`src/rtl/tl_pkg.sv`:
```
// Shared types for the traffic-lamp monitor: lamp encoding, phases, fault codes, FSM states.
// Latency: n/a (types, constants and pure functions only).
// Backpressure: n/a.
package tl_pkg;

  localparam int unsigned YELLOW_CYCLES_DEF = 2;
  localparam int unsigned MAX_GREEN_DEF     = 15;
  localparam int unsigned ARM_CYCLES_DEF    = 2;

  // Lamp bit positions within one light's 3-bit drive word.
  localparam int unsigned BIT_RED    = 0;
  localparam int unsigned BIT_YELLOW = 1;
  localparam int unsigned BIT_GREEN  = 2;

  localparam logic [2:0] LAMP_RED    = 3'(1 << BIT_RED);
  localparam logic [2:0] LAMP_YELLOW = 3'(1 << BIT_YELLOW);
  localparam logic [2:0] LAMP_GREEN  = 3'(1 << BIT_GREEN);

  typedef enum logic [2:0] {
    PH_RED,
    PH_YELLOW,
    PH_GREEN,
    PH_DARK,
    PH_ILLEGAL
  } phase_e;

  typedef enum logic [2:0] {
    FC_NONE     = 3'd0,
    FC_LAMP     = 3'd1,  // illegal or dark lamp word
    FC_CONFLICT = 3'd2,  // more than one light showing green/yellow
    FC_SEQUENCE = 3'd3,  // transition outside red->green->yellow->red
    FC_YELLOW   = 3'd4,  // yellow left after the wrong dwell
    FC_GREEN    = 3'd5   // green held too long
  } fault_code_e;

  typedef enum logic [1:0] {
    ST_ARMING,
    ST_MONITOR,
    ST_FAULT
  } state_e;

  function automatic phase_e decode_lamp(input logic [2:0] lamp);
    if (lamp == LAMP_RED)         decode_lamp = PH_RED;
    else if (lamp == LAMP_YELLOW) decode_lamp = PH_YELLOW;
    else if (lamp == LAMP_GREEN)  decode_lamp = PH_GREEN;
    else if (lamp == 3'b000)      decode_lamp = PH_DARK;
    else                          decode_lamp = PH_ILLEGAL;
  endfunction

  // Index of the lowest set bit; 0 when none set.
  function automatic logic [1:0] first_set(input logic [3:0] v);
    first_set = 2'd0;
    for (int i = 3; i >= 0; i--) begin
      if (v[i]) first_set = 2'(i);
    end
  endfunction

endpackage

```
`src/rtl/lamp_channel.sv`:
```
// One light: phase decode, dwell counter, previous phase, and the per-light checks.
// Latency: checks are combinational on the current lamp word against registered history.
// Backpressure: none; samples every cycle.
// Ports: clk, rst (sync, active-low), lamp[2:0] in; phase, err_lamp, err_seq,
//        err_yellow, err_green out (unqualified by FSM state).
module lamp_channel
  import tl_pkg::*;
#(
  parameter int unsigned YELLOW_CYCLES = YELLOW_CYCLES_DEF,
  parameter int unsigned MAX_GREEN     = MAX_GREEN_DEF
) (
  input  logic       clk,
  input  logic       rst,
  input  logic [2:0] lamp,
  output phase_e     phase,
  output logic       err_lamp,
  output logic       err_seq,
  output logic       err_yellow,
  output logic       err_green
);

  phase_e     prev_q, prev_d;
  logic [7:0] dwell_q, dwell_d;
  logic       changed;

  always_comb begin
    phase   = decode_lamp(lamp);
    prev_d  = phase;
    changed = (phase != prev_q);

    // dwell counts cycles spent in the current phase, including its first.
    if (changed)                dwell_d = 8'd1;
    else if (dwell_q == 8'hFF)  dwell_d = dwell_q;
    else                        dwell_d = dwell_q + 8'd1;

    err_lamp = (phase == PH_DARK) || (phase == PH_ILLEGAL);

    err_seq = changed &&
              !((prev_q == PH_RED    && phase == PH_GREEN)  ||
                (prev_q == PH_GREEN  && phase == PH_YELLOW) ||
                (prev_q == PH_YELLOW && phase == PH_RED));

    // dwell_q still holds the length of the yellow period being left.
    err_yellow = (prev_q == PH_YELLOW) && (phase != PH_YELLOW) &&
                 (32'(dwell_q) != YELLOW_CYCLES);

    // Flag on the cycle whose sample would push green past its limit.
    err_green = (phase == PH_GREEN) && (32'(dwell_d) > MAX_GREEN);
  end

  always_ff @(posedge clk) begin
    if (!rst) begin
      prev_q  <= PH_RED;
      dwell_q <= 8'd0;
    end else begin
      prev_q  <= prev_d;
      dwell_q <= dwell_d;
    end
  end

endmodule

```
`src/rtl/lamp_monitor.sv`:
```
// Supervises four traffic lights; arms on sustained all-red, latches the first sequencing fault.
// Latency: fault outputs register on the same edge that samples the offending lamps (1 cycle).
// Backpressure: none; fault is held until clear_fault, later failures ignored.
// Ports: clk, rst (sync, active-low), ltfs[3:0][2:0], clear_fault in;
//        armed, fault, fault_code[2:0], fault_light[1:0], attention, force_reds[3:0] out.
module lamp_monitor
  import tl_pkg::*;
#(
  parameter int unsigned YELLOW_CYCLES = YELLOW_CYCLES_DEF,
  parameter int unsigned MAX_GREEN     = MAX_GREEN_DEF,
  parameter int unsigned ARM_CYCLES    = ARM_CYCLES_DEF
) (
  input  logic            clk,
  input  logic            rst,
  input  logic [3:0][2:0] ltfs,
  input  logic            clear_fault,
  output logic            armed,
  output logic            fault,
  output logic [2:0]      fault_code,
  output logic [1:0]      fault_light,
  output logic            attention,
  output logic [3:0]      force_reds
);

  phase_e     phase [4];
  logic [3:0] err_lamp, err_seq, err_yellow, err_green;

  for (genvar i = 0; i < 4; i++) begin : g_ch
    lamp_channel #(
      .YELLOW_CYCLES(YELLOW_CYCLES),
      .MAX_GREEN    (MAX_GREEN)
    ) u_ch (
      .clk       (clk),
      .rst       (rst),
      .lamp      (ltfs[i]),
      .phase     (phase[i]),
      .err_lamp  (err_lamp[i]),
      .err_seq   (err_seq[i]),
      .err_yellow(err_yellow[i]),
      .err_green (err_green[i])
    );
  end

  logic [3:0]  active;
  logic        conflict, all_red, fail;
  fault_code_e fail_code;
  logic [1:0]  fail_light;

  // Failure resolution: lowest code wins, then lowest light index.
  always_comb begin
    for (int i = 0; i < 4; i++) begin
      active[i] = (phase[i] == PH_GREEN) || (phase[i] == PH_YELLOW);
    end
    all_red = (phase[0] == PH_RED) && (phase[1] == PH_RED) &&
              (phase[2] == PH_RED) && (phase[3] == PH_RED);
    // Two or more bits set <=> clearing the lowest set bit leaves something.
    conflict = (active & (active - 4'd1)) != 4'd0;

    fail       = 1'b1;
    fail_code  = FC_NONE;
    fail_light = 2'd0;
    if (|err_lamp) begin
      fail_code = FC_LAMP;      fail_light = first_set(err_lamp);
    end else if (conflict) begin
      fail_code = FC_CONFLICT;  fail_light = first_set(active);
    end else if (|err_seq) begin
      fail_code = FC_SEQUENCE;  fail_light = first_set(err_seq);
    end else if (|err_yellow) begin
      fail_code = FC_YELLOW;    fail_light = first_set(err_yellow);
    end else if (|err_green) begin
      fail_code = FC_GREEN;     fail_light = first_set(err_green);
    end else begin
      fail = 1'b0;
    end
  end

  state_e      state_q, state_d;
  logic [7:0]  arm_cnt_q, arm_cnt_d;
  logic        fault_q, fault_d;
  fault_code_e code_q, code_d;
  logic [1:0]  light_q, light_d;
  logic        armed_q, armed_d;
  logic        attention_q, attention_d;
  logic [3:0]  force_q, force_d;

  always_comb begin
    state_d   = state_q;
    arm_cnt_d = arm_cnt_q;
    fault_d   = fault_q;
    code_d    = code_q;
    light_d   = light_q;

    case (state_q)
      ST_ARMING: begin
        if (!all_red)                arm_cnt_d = 8'd0;
        else if (arm_cnt_q != 8'hFF) arm_cnt_d = arm_cnt_q + 8'd1;
        // Entry is judged with the monitor checks on the entry edge; a failing
        // sample keeps us arming and restarts the count.
        if (32'(arm_cnt_q) >= ARM_CYCLES) begin
          if (fail) begin
            arm_cnt_d = 8'd0;
          end else begin
            state_d   = ST_MONITOR;
            arm_cnt_d = 8'd0;
          end
        end
      end
      ST_MONITOR: begin
        if (fail) begin
          state_d = ST_FAULT;
          fault_d = 1'b1;
          code_d  = fail_code;
          light_d = fail_light;
        end
      end
      ST_FAULT: begin
        if (clear_fault) begin
          state_d   = ST_ARMING;
          arm_cnt_d = 8'd0;
          fault_d   = 1'b0;
          code_d    = FC_NONE;
          light_d   = 2'd0;
        end
      end
      default: state_d = ST_ARMING;
    endcase

    armed_d     = (state_d == ST_MONITOR);
    attention_d = (state_d == ST_FAULT);
    force_d     = (state_d == ST_MONITOR) ? 4'h0 : 4'hF;
  end

  always_ff @(posedge clk) begin
    if (!rst) begin
      state_q     <= ST_ARMING;
      arm_cnt_q   <= 8'd0;
      fault_q     <= 1'b0;
      code_q      <= FC_NONE;
      light_q     <= 2'd0;
      armed_q     <= 1'b0;
      attention_q <= 1'b0;
      force_q     <= 4'hF;
    end else begin
      state_q     <= state_d;
      arm_cnt_q   <= arm_cnt_d;
      fault_q     <= fault_d;
      code_q      <= code_d;
      light_q     <= light_d;
      armed_q     <= armed_d;
      attention_q <= attention_d;
      force_q     <= force_d;
    end
  end

  assign armed       = armed_q;
  assign fault       = fault_q;
  assign fault_code  = code_q;
  assign fault_light = light_q;
  assign attention   = attention_q;
  assign force_reds  = force_q;

endmodule

```
`config.mk`:
```
export PLATFORM = sky130hd
export DESIGN_NAME = lamp_monitor
export DESIGN_NICKNAME = d
export VERILOG_FILES = /design/src/rtl/tl_pkg.sv /design/src/rtl/lamp_channel.sv /design/src/rtl/lamp_monitor.sv
export SDC_FILE = /design/constraint.sdc
export NUM_CORES = 1
export LEC_CHECK = 0
export CAP_MARGIN = 15
export CORE_UTILIZATION = 50
export CTS_BUF_LIST = sky130_fd_sc_hd__clkbuf_16
export CTS_CLUSTER_SIZE = 40
export DETAILED_ROUTE_END_ITERATION = 12
export DONT_BUFFER_PORTS = 1
export PLACE_DENSITY = 0.78
export SLEW_MARGIN = 15
export SYNTH_ARGS = -nofsm -noshare
export SYNTH_HDL_FRONTEND = slang
export SYNTH_SLANG_ARGS = --single-unit
```
`constraint.sdc`:
```
create_clock -name clk -period 2.5 [get_ports clk]
set_clock_uncertainty 0.2 [all_clocks]
set_input_delay 0.125 -clock clk [delete_from_list [all_inputs] [get_ports clk]]
set_output_delay 0.125 -clock clk [all_outputs]
set_load 0.03 [all_outputs]
```
==> impl_metrics.env <==
export IMPL_core_um2=7250
export IMPL_die_h_um=88.8
export IMPL_port_buffers=0
export IMPL_grt_max_degree=30
export IMPL_cts_max_level=3
export IMPL_final_period_utilization_pct=101
export IMPL_hpwl_um=6070
export IMPL_clk_latency_ns=0.33
export IMPL_power_density_nw_per_um2=566
export IMPL_hp_class="in2reg"
export IMPL_setup_viol=4
export IMPL_yosysMostFrequentCell="dfxtp_1"
export IMPL_p_sw_uw=590
export IMPL_synth_top_cells_by_area="dfxtp_1, nor2_1, xnor2_1"
export IMPL_end_kind="flop"
export IMPL_hold_ws_ns=0.0125
export IMPL_yosys_top_cells_count="dfxtp_1, nor2_1, nand3_1"
export IMPL_max_freq_ghz=0.395
export IMPL_synth_cell_area_um2=3760
export IMPL_leakagePower_nw=1.68
export IMPL_worstMarginPinSlew_ns=0.981
export IMPL_synth_top_cell_by_area="dfxtp_1"
export IMPL_rsz0062_at_grt="true"
export IMPL_ys_seq_elements=63
export IMPL_die_w_um=88.8
export IMPL_dp_slack_ns=-0.0829
export IMPL_grt_antenna_before_repair=0
export IMPL_synth_net_count=496
export IMPL_status="finished, violations left"
export IMPL_drive_gt1_share_pct=17.0
export IMPL_gp_congestion=0.891
export IMPL_initial_core_util_pct=51.9
export IMPL_crit_family="simple AND/OR/NAND/NOR gates"
export IMPL_rows=31
export IMPL_nFillCells=595
export IMPL_maxSlewViolCount=0
export IMPL_cts_tree="done"
export IMPL_routed_via_density=5.95
export IMPL_vias=3571
export IMPL_synth_top_cell_area_share_pct=33.5
export IMPL_startpoint_type="flop"
export IMPL_routedWlPerCell_um=15.7
export IMPL_fin_nets=521
export IMPL_worstSetupPathType="reg2reg"
export IMPL_violations="negative setup slack"
export IMPL_ys_warn_count=0
export IMPL_route_antenna_remaining_nets=0
export IMPL_boundaryPins=27
export IMPL_synth_cell_type_count=66
export IMPL_peakVddDrop_v=0.000395
export IMPL_hold_viol_final=0
export IMPL_maxCapViolations=0
export IMPL_cp_arrival_ns=2.59
export IMPL_synth_edf_count=0
export IMPL_drc_errors=0
export IMPL_die_area_um2=7880
export IMPL_whs_endpoint="fault_light[0]"
export IMPL_crit_slowest_cell="or3_4"
export IMPL_hold_depth=4
export IMPL_p_clk_share_pct=50.2
export IMPL_grt_usage_pct=24.1
export IMPL_worst_slack_ns=-0.0289
export IMPL_areaGrowthSynthToFinish_pct=22.2
export IMPL_totalWireLength_um=9450
export IMPL_path_cells="or3_4 > nand4b_1 > a32oi_2 > nand3_2 > nand4bb_4 > o31ai_4 > buf_6 > nand4_1 > o21ai_1"
export IMPL_max_slew_margin_pct=34.4
export IMPL_grt_ovfl_total=0
export IMPL_swShare_pct=22.6
export IMPL_dr_pass1_iters=5
export IMPL_synthFlopType="dfxtp_1"
export IMPL_fin_util_pct=63.4
export IMPL_cts_sinks=63
export IMPL_cts_buffers_inserted=9
export IMPL_insertedDiodeCount=0
export IMPL_reg2reg_from="g_ch[1].u_ch.dwell_q[7]"
export IMPL_cp_required_ns=2.56
export IMPL_grt_pass1_vias=3294
export IMPL_drt_iter0_markers=164
export IMPL_ys_seq_area_share_pct=33.5
export IMPL_combPwrFrac_pct=9.7
export IMPL_p_int_mw=2.02
export IMPL_avgSynthCellArea_um2=7.99
export IMPL_cp_slowest_stage_delay_ns=0.39
export IMPL_cts_path_max_buffers=2
export IMPL_grt_pass1_wl_um=14500
export IMPL_r2r_worst_path_cells=9
export IMPL_regToRegEndpoint="fault_light[1]"
export IMPL_critPathMaxFanout=6
export IMPL_period_needed_ns=2.53
export IMPL_r2r_slack_ns=-0.03
export IMPL_worst_path_buf_inv=1
export IMPL_hold_start="clear_fault"
export IMPL_synthCells=471
export IMPL_root_buffer="clkbuf_16"
export IMPL_synth_async_reset_ratio_pct=0
export IMPL_seq_power_share_pct=40.0
export IMPL_clk_pin_slew_worst_paths_ns=0.06
==> layout by cell type, fill, tap and decap left out, drive strengths merged, types with 5 or more instances in the layout <==
master and count:
dlygate4sd3 17, nor2 62, inv 20, and2 14, nand2b 5, or2 6
clkbuf 9, nand3 27, nor4 5, nand4 17, nand2 26, buf 30
nor3 14, ha 10, a31oi 7, o21ai 13, xnor2 20, a21boi 7
a21oi 19, and3 9, a211oi 11, maj3 5, a221oi 6, dfxtp 63
nor2b 5
==> kinds of logic (layout without fill, tap and decap cells) <==
kind of cell / count (synthesis) / after routing / synth area share (%)
AOI/OAI and AO/OA: 101 / 101 / 19.7
muxes: 1 / 1 / 0.266
xor gates and xnor gates: 24 / 24 / 5.58
DFF: 63 / 63 / 33.5
adders and majority gates: 15 / 15 / 4.72
buffers and inverters: 52 / 82 / 6.02
and+or+nand+nor: 215 / 215 / 30.2
==> per-stage QoR <==
step	instances	cell area, um2	power, mW	setup TNS, ns
4_1_cts	597	4480	2.60	0
3_3_place_gp	564	3960	1.26	0
6_report	600	4600	2.61	-0.0716
2_1_floorplan	471	3800	1.24	0
5_1_grt	600	4600	2.69	-0.524
3_5_place_dp	564	3960	1.26	-0.217
==> power by group through the flow <==
stage / logic [mW] / clock network [mW] / registers (mW)
after floorplan: 0.183 / 0 / 1.06
after global placement: 0.197 / 0 / 1.06
after detailed placement: 0.203 / 0 / 1.06
after CTS: 0.236 / 1.32 / 1.04
after global routing: 0.276 / 1.37 / 1.05
final: 0.254 / 1.31 / 1.04
==> layer usage <==
layer	up-vias	GRT usage [%]	part of all wire [%]
met5	-	0	0
met1	1696	26.9	43
li1	1754	-	-
met3	23	6.44	5.0
met4	0	12.0	2.5
met2	98	42.1	50
==> worst max-delay path by stage <==
stage	to	slack, ns	from	cells after the start
global route	fault_light[1]	-0.13	g_ch[1].u_ch.dwell_q[7]	9
global placement	fault_code[1]	0.02	g_ch[3].u_ch.dwell_q[1]	10
floorplan	attention	0.005	g_ch[3].u_ch.dwell_q[1]	9
CTS	fault_light[1]	0.001	g_ch[3].u_ch.dwell_q[1]	10
finish	fault_light[1]	-0.03	g_ch[1].u_ch.dwell_q[7]	9
detailed placement	fault_code[1]	-0.08	g_ch[3].u_ch.dwell_q[1]	10
==> timing repair <==
action                                  CTS  global route
gates resized for setup                   7            22
endpoints found under the setup margin    8            10
endpoints found under the hold margin    63             0
hold buffers                             17             0
setup buffers                             0             3
pin swaps                                 6             3
==> worst reg2reg max path, delay by kind of cell, from the launching register on <==
| family | cells | cell delay [ns] |
|---|---|---|
| and+or+nand+nor | 5 | 1.15 |
| AOI/OAI and AO/OA | 3 | 0.64 |
| DFF | 1 | 0.32 |
| buffers and inverters | 1 | 0.16 |
==> sequential cells by signal (all words and copies together), names as in the netlist <==
signal,flops
fault_code,3
armed,1
g_ch.u_ch.prev_q,12
attention,1
g_ch.u_ch.dwell_q,32
force_reds,1
fault_light,2
arm_cnt_q,8
fault,1
state_q,2
==> layout make-up <==
class	instances	area (um2)	share of cell area (%)
multi-input cells	356	2420	52.6
flip-flops and latches	63	1270	27.6
repair buffers	47	403	8.75
clock buffers	9	225	4.89
well taps	99	124	2.69
clock inverters	7	88.8	1.93
inverters	19	71.3	1.55
Power figures use the tool's default switching activity.
